## src/rtl/jam_pkg.sv

```systemverilog
// Shared types and constants for the exhaustive job-assignment solver.
package jam_pkg;

    typedef enum logic [1:0] {
        IDLE = 2'd0,
        LOAD = 2'd1,
        EVAL = 2'd2,
        DONE = 2'd3
    } jam_state_e;

    localparam logic MODE_MIN = 1'b0;
    localparam logic MODE_MAX = 1'b1;

endpackage

```

## src/rtl/jam_perm_next.sv

```systemverilog
// Combinational next-lexicographic-permutation generator.
// The order vector is packed: element i lives in order[i*IW +: IW].
// is_last is raised when the input is fully descending (no successor).
module jam_perm_next #(
    parameter int N  = 8,
    parameter int IW = 3
) (
    input  logic [N*IW-1:0] order,
    output logic [N*IW-1:0] next_order,
    output logic            is_last
);

    logic [IW-1:0] a [N];
    logic [IW-1:0] b [N];

    genvar gi;
    generate
        for (gi = 0; gi < N; gi++) begin : g_unpack
            assign a[gi] = order[gi*IW +: IW];
        end
    endgenerate

    // Pivot search, swap with smallest larger suffix element, then reverse the suffix.
    always_comb begin
        int   pivot;
        int   pv;
        int   sw;
        logic found;
        pivot = 0;
        pv    = 0;
        sw    = 0;
        found = 1'b0;
        // Rightmost ascent a[i-1] < a[i]; later hits overwrite earlier ones.
        for (int i = 1; i < N; i++) begin
            if (a[IW'(i-1)] < a[IW'(i)]) begin
                pivot = i;
                found = 1'b1;
            end
        end
        pv = found ? pivot - 1 : 0;
        // Suffix is descending, so the rightmost larger element is the smallest larger one.
        for (int j = 1; j < N; j++) begin
            if (found && (j >= pivot) && (a[IW'(j)] > a[IW'(pv)])) begin
                sw = j;
            end
        end
        for (int k = 0; k < N; k++) begin
            b[k] = a[k];
        end
        b[IW'(pv)] = a[IW'(sw)];
        b[IW'(sw)] = a[IW'(pv)];
        next_order = '0;
        for (int k = 0; k < N; k++) begin
            if (found && (k >= pivot)) begin
                next_order[k*IW +: IW] = b[IW'(N - 1 + pivot - k)];
            end else begin
                next_order[k*IW +: IW] = b[IW'(k)];
            end
        end
        is_last = ~found;
    end

endmodule

```

## src/rtl/jam_assign_param.sv

```systemverilog
// Exhaustive NxN job-assignment solver: loads a cost matrix from an external
// ROM, walks every permutation in lexicographic order and keeps the best
// total cost (min or max) together with the number of assignments hitting it.
module jam_assign_param
    import jam_pkg::*;
#(
    parameter int N   = 8,
    parameter int CW  = 7,
    parameter int MCW = 16,
    localparam int IW = (N > 1) ? $clog2(N) : 1,
    localparam int SW = CW + $clog2(N) + 1
) (
    input  logic           CLK,
    input  logic           RST,
    input  logic           start,
    input  logic           mode,
    output logic [IW-1:0]  W,
    output logic [IW-1:0]  J,
    input  logic [CW-1:0]  Cost,
    output logic           busy,
    output logic           Valid,
    output logic [SW-1:0]  BestCost,
    output logic [MCW-1:0] MatchCount
);

    function automatic logic [N*IW-1:0] identity_order();
        logic [N*IW-1:0] r;
        r = '0;
        for (int i = 0; i < N; i++) begin
            r[i*IW +: IW] = IW'(i);
        end
        return r;
    endfunction

    localparam logic [N*IW-1:0] IDENT = identity_order();

    jam_state_e      state_reg, state_next;
    logic [CW-1:0]   cost_reg [N][N];
    logic [N*IW-1:0] order_reg;
    logic [N*IW-1:0] next_order;
    logic            is_last;
    logic            mode_reg;
    logic            first_reg;
    logic [IW-1:0]   w_reg, j_reg;
    logic [SW-1:0]   best_reg;
    logic [MCW-1:0]  count_reg;
    logic [SW-1:0]   sum;
    logic            start_ok;
    logic            load_last;
    logic            better;
    logic            equal;

    assign start_ok  = start && ((state_reg == IDLE) || (state_reg == DONE));
    assign load_last = (w_reg == IW'(N-1)) && (j_reg == IW'(N-1));

    jam_perm_next #(.N(N), .IW(IW)) u_perm (
        .order      (order_reg),
        .next_order (next_order),
        .is_last    (is_last)
    );

    // State register.
    always_ff @(posedge CLK or posedge RST) begin
        if (RST) state_reg <= IDLE;
        else     state_reg <= state_next;
    end

    // Next-state logic.
    always_comb begin
        state_next = state_reg;
        case (state_reg)
            IDLE:    if (start)     state_next = LOAD;
            LOAD:    if (load_last) state_next = EVAL;
            EVAL:    if (is_last)   state_next = DONE;
            DONE:    if (start)     state_next = LOAD;
            default:                state_next = IDLE;
        endcase
    end

    // Row-major walk of the cost ROM address during LOAD.
    always_ff @(posedge CLK or posedge RST) begin
        if (RST) begin
            w_reg <= '0;
            j_reg <= '0;
        end else if (start_ok) begin
            w_reg <= '0;
            j_reg <= '0;
        end else if (state_reg == LOAD) begin
            if (j_reg == IW'(N-1)) begin
                j_reg <= '0;
                w_reg <= load_last ? '0 : w_reg + IW'(1);
            end else begin
                j_reg <= j_reg + IW'(1);
            end
        end
    end

    // Cost regfile: one entry captured per LOAD cycle at its own (W,J).
    genvar gi, gj;
    generate
        for (gi = 0; gi < N; gi++) begin : g_row
            for (gj = 0; gj < N; gj++) begin : g_col
                // Capture ROM output when the walk reaches this entry.
                always_ff @(posedge CLK or posedge RST) begin
                    if (RST) begin
                        cost_reg[gi][gj] <= '0;
                    end else if ((state_reg == LOAD) && (w_reg == IW'(gi)) && (j_reg == IW'(gj))) begin
                        cost_reg[gi][gj] <= Cost;
                    end
                end
            end
        end
    endgenerate

    // Total cost of the current permutation.
    always_comb begin
        sum = '0;
        for (int w = 0; w < N; w++) begin
            sum = sum + SW'(cost_reg[IW'(w)][order_reg[w*IW +: IW]]);
        end
    end

    assign better = (mode_reg == MODE_MAX) ? (sum > best_reg) : (sum < best_reg);
    assign equal  = (sum == best_reg);

    // Permutation stepping and best/count tracking.
    always_ff @(posedge CLK or posedge RST) begin
        if (RST) begin
            order_reg <= IDENT;
            mode_reg  <= 1'b0;
            first_reg <= 1'b0;
            best_reg  <= '0;
            count_reg <= '0;
        end else if (start_ok) begin
            order_reg <= IDENT;
            mode_reg  <= mode;
            first_reg <= 1'b1;
        end else if (state_reg == EVAL) begin
            order_reg <= next_order;
            first_reg <= 1'b0;
            if (first_reg || better) begin
                best_reg  <= sum;
                count_reg <= MCW'(1);
            end else if (equal && (count_reg != '1)) begin
                count_reg <= count_reg + MCW'(1);
            end
        end
    end

    assign W          = w_reg;
    assign J          = j_reg;
    assign busy       = (state_reg == LOAD) || (state_reg == EVAL);
    assign Valid      = (state_reg == DONE);
    assign BestCost   = best_reg;
    assign MatchCount = count_reg;

endmodule

```

## config.mk

```make
export PLATFORM = sky130hd
export DESIGN_NAME = jam_assign_param
export DESIGN_NICKNAME = d
export VERILOG_FILES = /design/src/rtl/jam_pkg.sv /design/src/rtl/jam_perm_next.sv /design/src/rtl/jam_assign_param.sv
export SDC_FILE = /design/constraint.sdc
export NUM_CORES = 1
export LEC_CHECK = 0
export CORE_ASPECT_RATIO = 1.2
export CORE_MARGIN = 8
export CORE_UTILIZATION = 40
export CTS_CLUSTER_SIZE = 25
export DETAILED_ROUTE_END_ITERATION = 8
export PLACE_DENSITY = 0.54
export SETUP_SLACK_MARGIN = 0.4
export SYNTH_ARGS = -nofsm -noshare
export SYNTH_HDL_FRONTEND = slang
export SYNTH_HIERARCHICAL = 1
export SYNTH_SLANG_ARGS = --single-unit
```

## constraint.sdc

```tcl
create_clock -name CLK -period 10.27 [get_ports CLK]
set_clock_uncertainty 0.15 [all_clocks]
set_input_delay 1.5405 -clock CLK [delete_from_list [all_inputs] [get_ports CLK]]
set_output_delay 1.5405 -clock CLK [all_outputs]
set_load 0.01 [all_outputs]
```

==> impl_metrics.sql <==
INSERT INTO impl_metrics (metric_group, metric, value, unit) VALUES
('critical_path', 'worst_setup_path_type', 'register to register', ''),
('route', 'wirelength', '36300', 'µm'),
('synthesis', 'synth_sequential_area_ratio', '0.433', ''),
('min_path', 'timing.hold.worst.class', 'register to register', ''),
('floorplanning', 'initial_core_util', '0.405', ''),
('finish', 'antenna_diode_instance_count', '0', ''),
('critical_path', 'cp.arrival', '7360', 'ps'),
('power_and_ir_drop', 'finalPower', '0.00559', 'W'),
('critical_path', 'startpoint', 'order_reg[1]', ''),
('timing', 'layout_min_cycle_time', '7050', 'ps'),
('run', 'max-cap-violations', '0', ''),
('finish', 'area_growth_syn_to_layout', '13.3', '%'),
('finish', 'nets', '1290', ''),
('synthesis', 'yosys_warnings', '6', ''),
('synthesis', 'synth.distinct_cells', '91', ''),
('clock_network', 'cts_hold_buffers', '0', ''),
('route', 'via_count', '9576', ''),
('global_route', 'antenna_found_initial', '0', ''),
('finish', 'mostFrequentLayoutCells', 'dfrtp_1 (231), mux2_2 (212), nand2_1 (81)', ''),
('finish', 'drive_gt1_frac', '0.304', ''),
('floorplanning', 'design.portCount', '46', ''),
('floorplanning', 'area_of_the_die', '41500', 'µm²'),
('synthesis', 'synthArstFlopShare', '1.00', ''),
('power_and_ir_drop', 'power.leakage', '6.96', 'nW'),
('placement', 'place.detailed.hpwl', '25300', 'µm'),
('route', 'drtIter0Drc', '820', ''),
('power_and_ir_drop', 'power_density', '350', 'nW/µm²'),
('min_path', 'holdCritStartpoint', 'cost_reg[367]', ''),
('route', 'avgViaCountPerCell', '5.64', ''),
('floorplanning', 'chipHeight', '222', 'µm'),
('clock_network', 'cts_resized', '0', ''),
('power_and_ir_drop', 'vdd_ir_drop_max', '0.155', 'mV'),
('global_route', 'grt_start_max_net_pins', '106', ''),
('critical_path', 'cp-end-kind', 'register', ''),
('clock_network', 'cts.reportedPaths.clkPinSlew', '70', 'ps'),
('global_route', 'gr-usage-all-layers', '0.176', ''),
('floorplanning', 'placeableCoreArea', '34800', 'µm²'),
('finish', 'layout.filler_cells', '3153', ''),
('critical_path', 'r2r_start', 'order_reg[1]', ''),
('clock_network', 'post_cts_buffers', '0', ''),
('timing', 'tightestPinTransition', '1230', 'ps'),
('synthesis', 'synth_xor_area_frac', '0.00746', ''),
('global_route', 'globalRoute.totalOverflow', '0', ''),
('clock_network', 'clk_path_buf_depth', '3', ''),
('timing', 'max-slew-margin-rel', '0.176', ''),
('timing', 'setup_violations', '0', ''),
('placement', 'portBuffers', '43', ''),
('synthesis', 'synth.avg_cell_area', '11.8', 'µm²'),
('critical_path', 'critical_path.startpoint_type', 'register', ''),
('finish', 'largest_register_ffs', '184', ''),
('route', 'drcViolationCount', '0', ''),
('timing', 'max_clock_freq', '0.142', 'GHz'),
('route', 'first_pass_iters', '6', ''),
('clock_network', 'maximum_level_of_the_cts_h_tree', '1', ''),
('critical_path', 'worst_ep_required_time', '10580', 'ps'),
('floorplanning', 'num_rows', '75', ''),
('synthesis', 'synth_cells', '1191', ''),
('synthesis', 'synth_top_flop_cell', 'dfrtp_1', ''),
('timing', 'totalNegativeSetupSlack', '0', 'ps'),
('floorplanning', 'die-width', '187', 'µm'),
('synthesis', 'number_of_enable_type_register_cells_in_the_synthesized_netlist', '0', ''),
('timing', 'rsz0062_at_grt', 'no', ''),
('clock_network', 'cts_tree', 'yes', ''),
('synthesis', 'synth-compound-area-share', '0.0981', ''),
('clock_network', 'total_clock_buffers_created_by_cts', '28', ''),
('clock_network', 'insertion_delay', '550', 'ps'),
('synthesis', 'synth_simple_gate_area_frac', '0.0853', ''),
('placement', 'gp_congestion', '0.957', ''),
('synthesis', 'synth.area.mux_share', '0.279', ''),
('critical_path', 'critical_path.max_fanout', '17', ''),
('global_route', 'grt_first_pass_wirelength', '59300', 'µm'),
('global_route', 'grt_pass1_vias', '10100', ''),
('synthesis', 'synth_top_family_by_area', 'multiplexers', ''),
('timing', 'hold_viol_final', '0', ''),
('synthesis', 'synthAdderAreaFrac', '0.0595', ''),
('route', 'antenna_left', '0', ''),
('timing', 'post-route-period-util', '0.686', ''),
('clock_network', 'numClockSinks', '243', ''),
('status', 'result_of_the_run', 'finished clean', ''),
('synthesis', 'synth-seq-cells', '243', ''),
('synthesis', 'synth.cell_area', '14100', 'µm²'),
('route', 'route.detailed.wl_per_inst', '21.4', 'µm'),
('finish', 'most_common_cell_after_layout_fill_and_taps_aside', 'dfrtp_1', ''),
('timing', 'number_of_max_slew_violations_in_the_final_report', '0', ''),
('clock_network', 'cts_root_buf', 'clkbuf_16', '');
worst paths after layout:
check                                  to  slack, ps  cells after the start
hold reg to reg             cost_reg[367]        350                      1
setup / recovery           MatchCount[11]       3220                     23
setup reg to reg           MatchCount[11]       3220                     23
min in group asynchronous   cost_reg[306]       1400                      2
hold / removal              cost_reg[367]        350                      1
max in group asynchronous   cost_reg[303]       7140                      3
area by class of cell:
class                   count  area, µm²  area share
flip-flops and latches    243       6100       0.382
well taps                 462        578      0.0362
repair buffers             55        520      0.0326
multi-input cells         818       7470       0.468
clock buffers              37        816      0.0511
inverters                  69        272      0.0170
clock inverters            15        221      0.0139
layer usage:
layer  vias to the layer above  GRT usage  part of all wire
met2                       225      0.301              0.50
met1                      4877      0.225              0.44
li1                       4399          -                 -
met5                         -          0                 0
met4                         0     0.0636             0.031
met3                        75     0.0231             0.037
power by group:
part | total [W] | internal, W | switching [W]
sequential | 0.00138 | 0.00118 | 0.000198
combinational | 0.00311 | 0.00129 | 0.00181
clock | 0.00111 | 0.000686 | 0.000421
total | 0.00559 | 0.00316 | 0.00243
cells in the mapped netlist, drive strengths merged (4+ instances only):
cell | number | area, µm²
a2111oi | 4 | 55.1
fa | 5 | 100
buf | 23 | 120
nand3 | 29 | 158
ha | 59 | 738
a21oi | 54 | 274
dfrtp | 231 | 5780
or2 | 4 | 25.0
and2 | 5 | 31.3
xor2 | 4 | 35.0
o22ai | 4 | 25.0
inv | 67 | 251
mux2 | 212 | 2390
nor2b | 8 | 67.6
and4 | 4 | 35.0
o21bai | 4 | 30.0
o211ai | 15 | 131
nor3 | 12 | 76.3
mux2i | 51 | 510
xnor2 | 8 | 70.1
o31ai | 5 | 47.5
nand4 | 7 | 50.1
a31oi | 9 | 62.6
o21ai | 43 | 238
nand2b | 4 | 25.0
or3 | 10 | 65.1
mux4 | 46 | 1040
nor2 | 70 | 265
dfstp | 12 | 315
nand2 | 82 | 310
clkbuf | 39 | 146
a21o | 4 | 30.0
a211oi | 13 | 125
worst max-delay path, cell delays in order, from the launching register on:
cell and delay [ps]:
dfrtp_1 1000, mux4_2 610, mux2_2 280, ha_1 240
fa_1 480, inv_1 60, fa_1 380, inv_1 80
fa_1 420, ha_1 220, inv_1 70, fa_1 200
inv_1 50, a21oi_1 110, o21bai_1 100, a21oi_1 170
nor2b_1 80, ha_1 330, nand4_2 140, a211oi_1 450
nor3_1 180, nor4_1 830, a21oi_1 140, o21ai_0 180
logic make-up after synthesis:
group,count (synthesis)
mux,309
fa+ha+maj,64
simple gates,245
buf+inv,131
flops,243
xor+xnor,12
compound gates,186
other cells,1
per-stage QoR:
stage / hold WS (ps) / utilization / cells / cell area (µm²) / setup WS (ps)
final: 351 / 0.459 / 1699 / 16000 / 3220
after global routing: 363 / 0.459 / 1699 / 16000 / 2560
after CTS: 355 / 0.459 / 1699 / 16000 / 3150
after detailed placement: 341 / 0.429 / 1647 / 14900 / 3160
after global placement: 332 / 0.429 / 1647 / 14900 / 3150
after floorplan: 324 / - / 1192 / 14100 / 1930
Power figures use the tool's default switching activity.
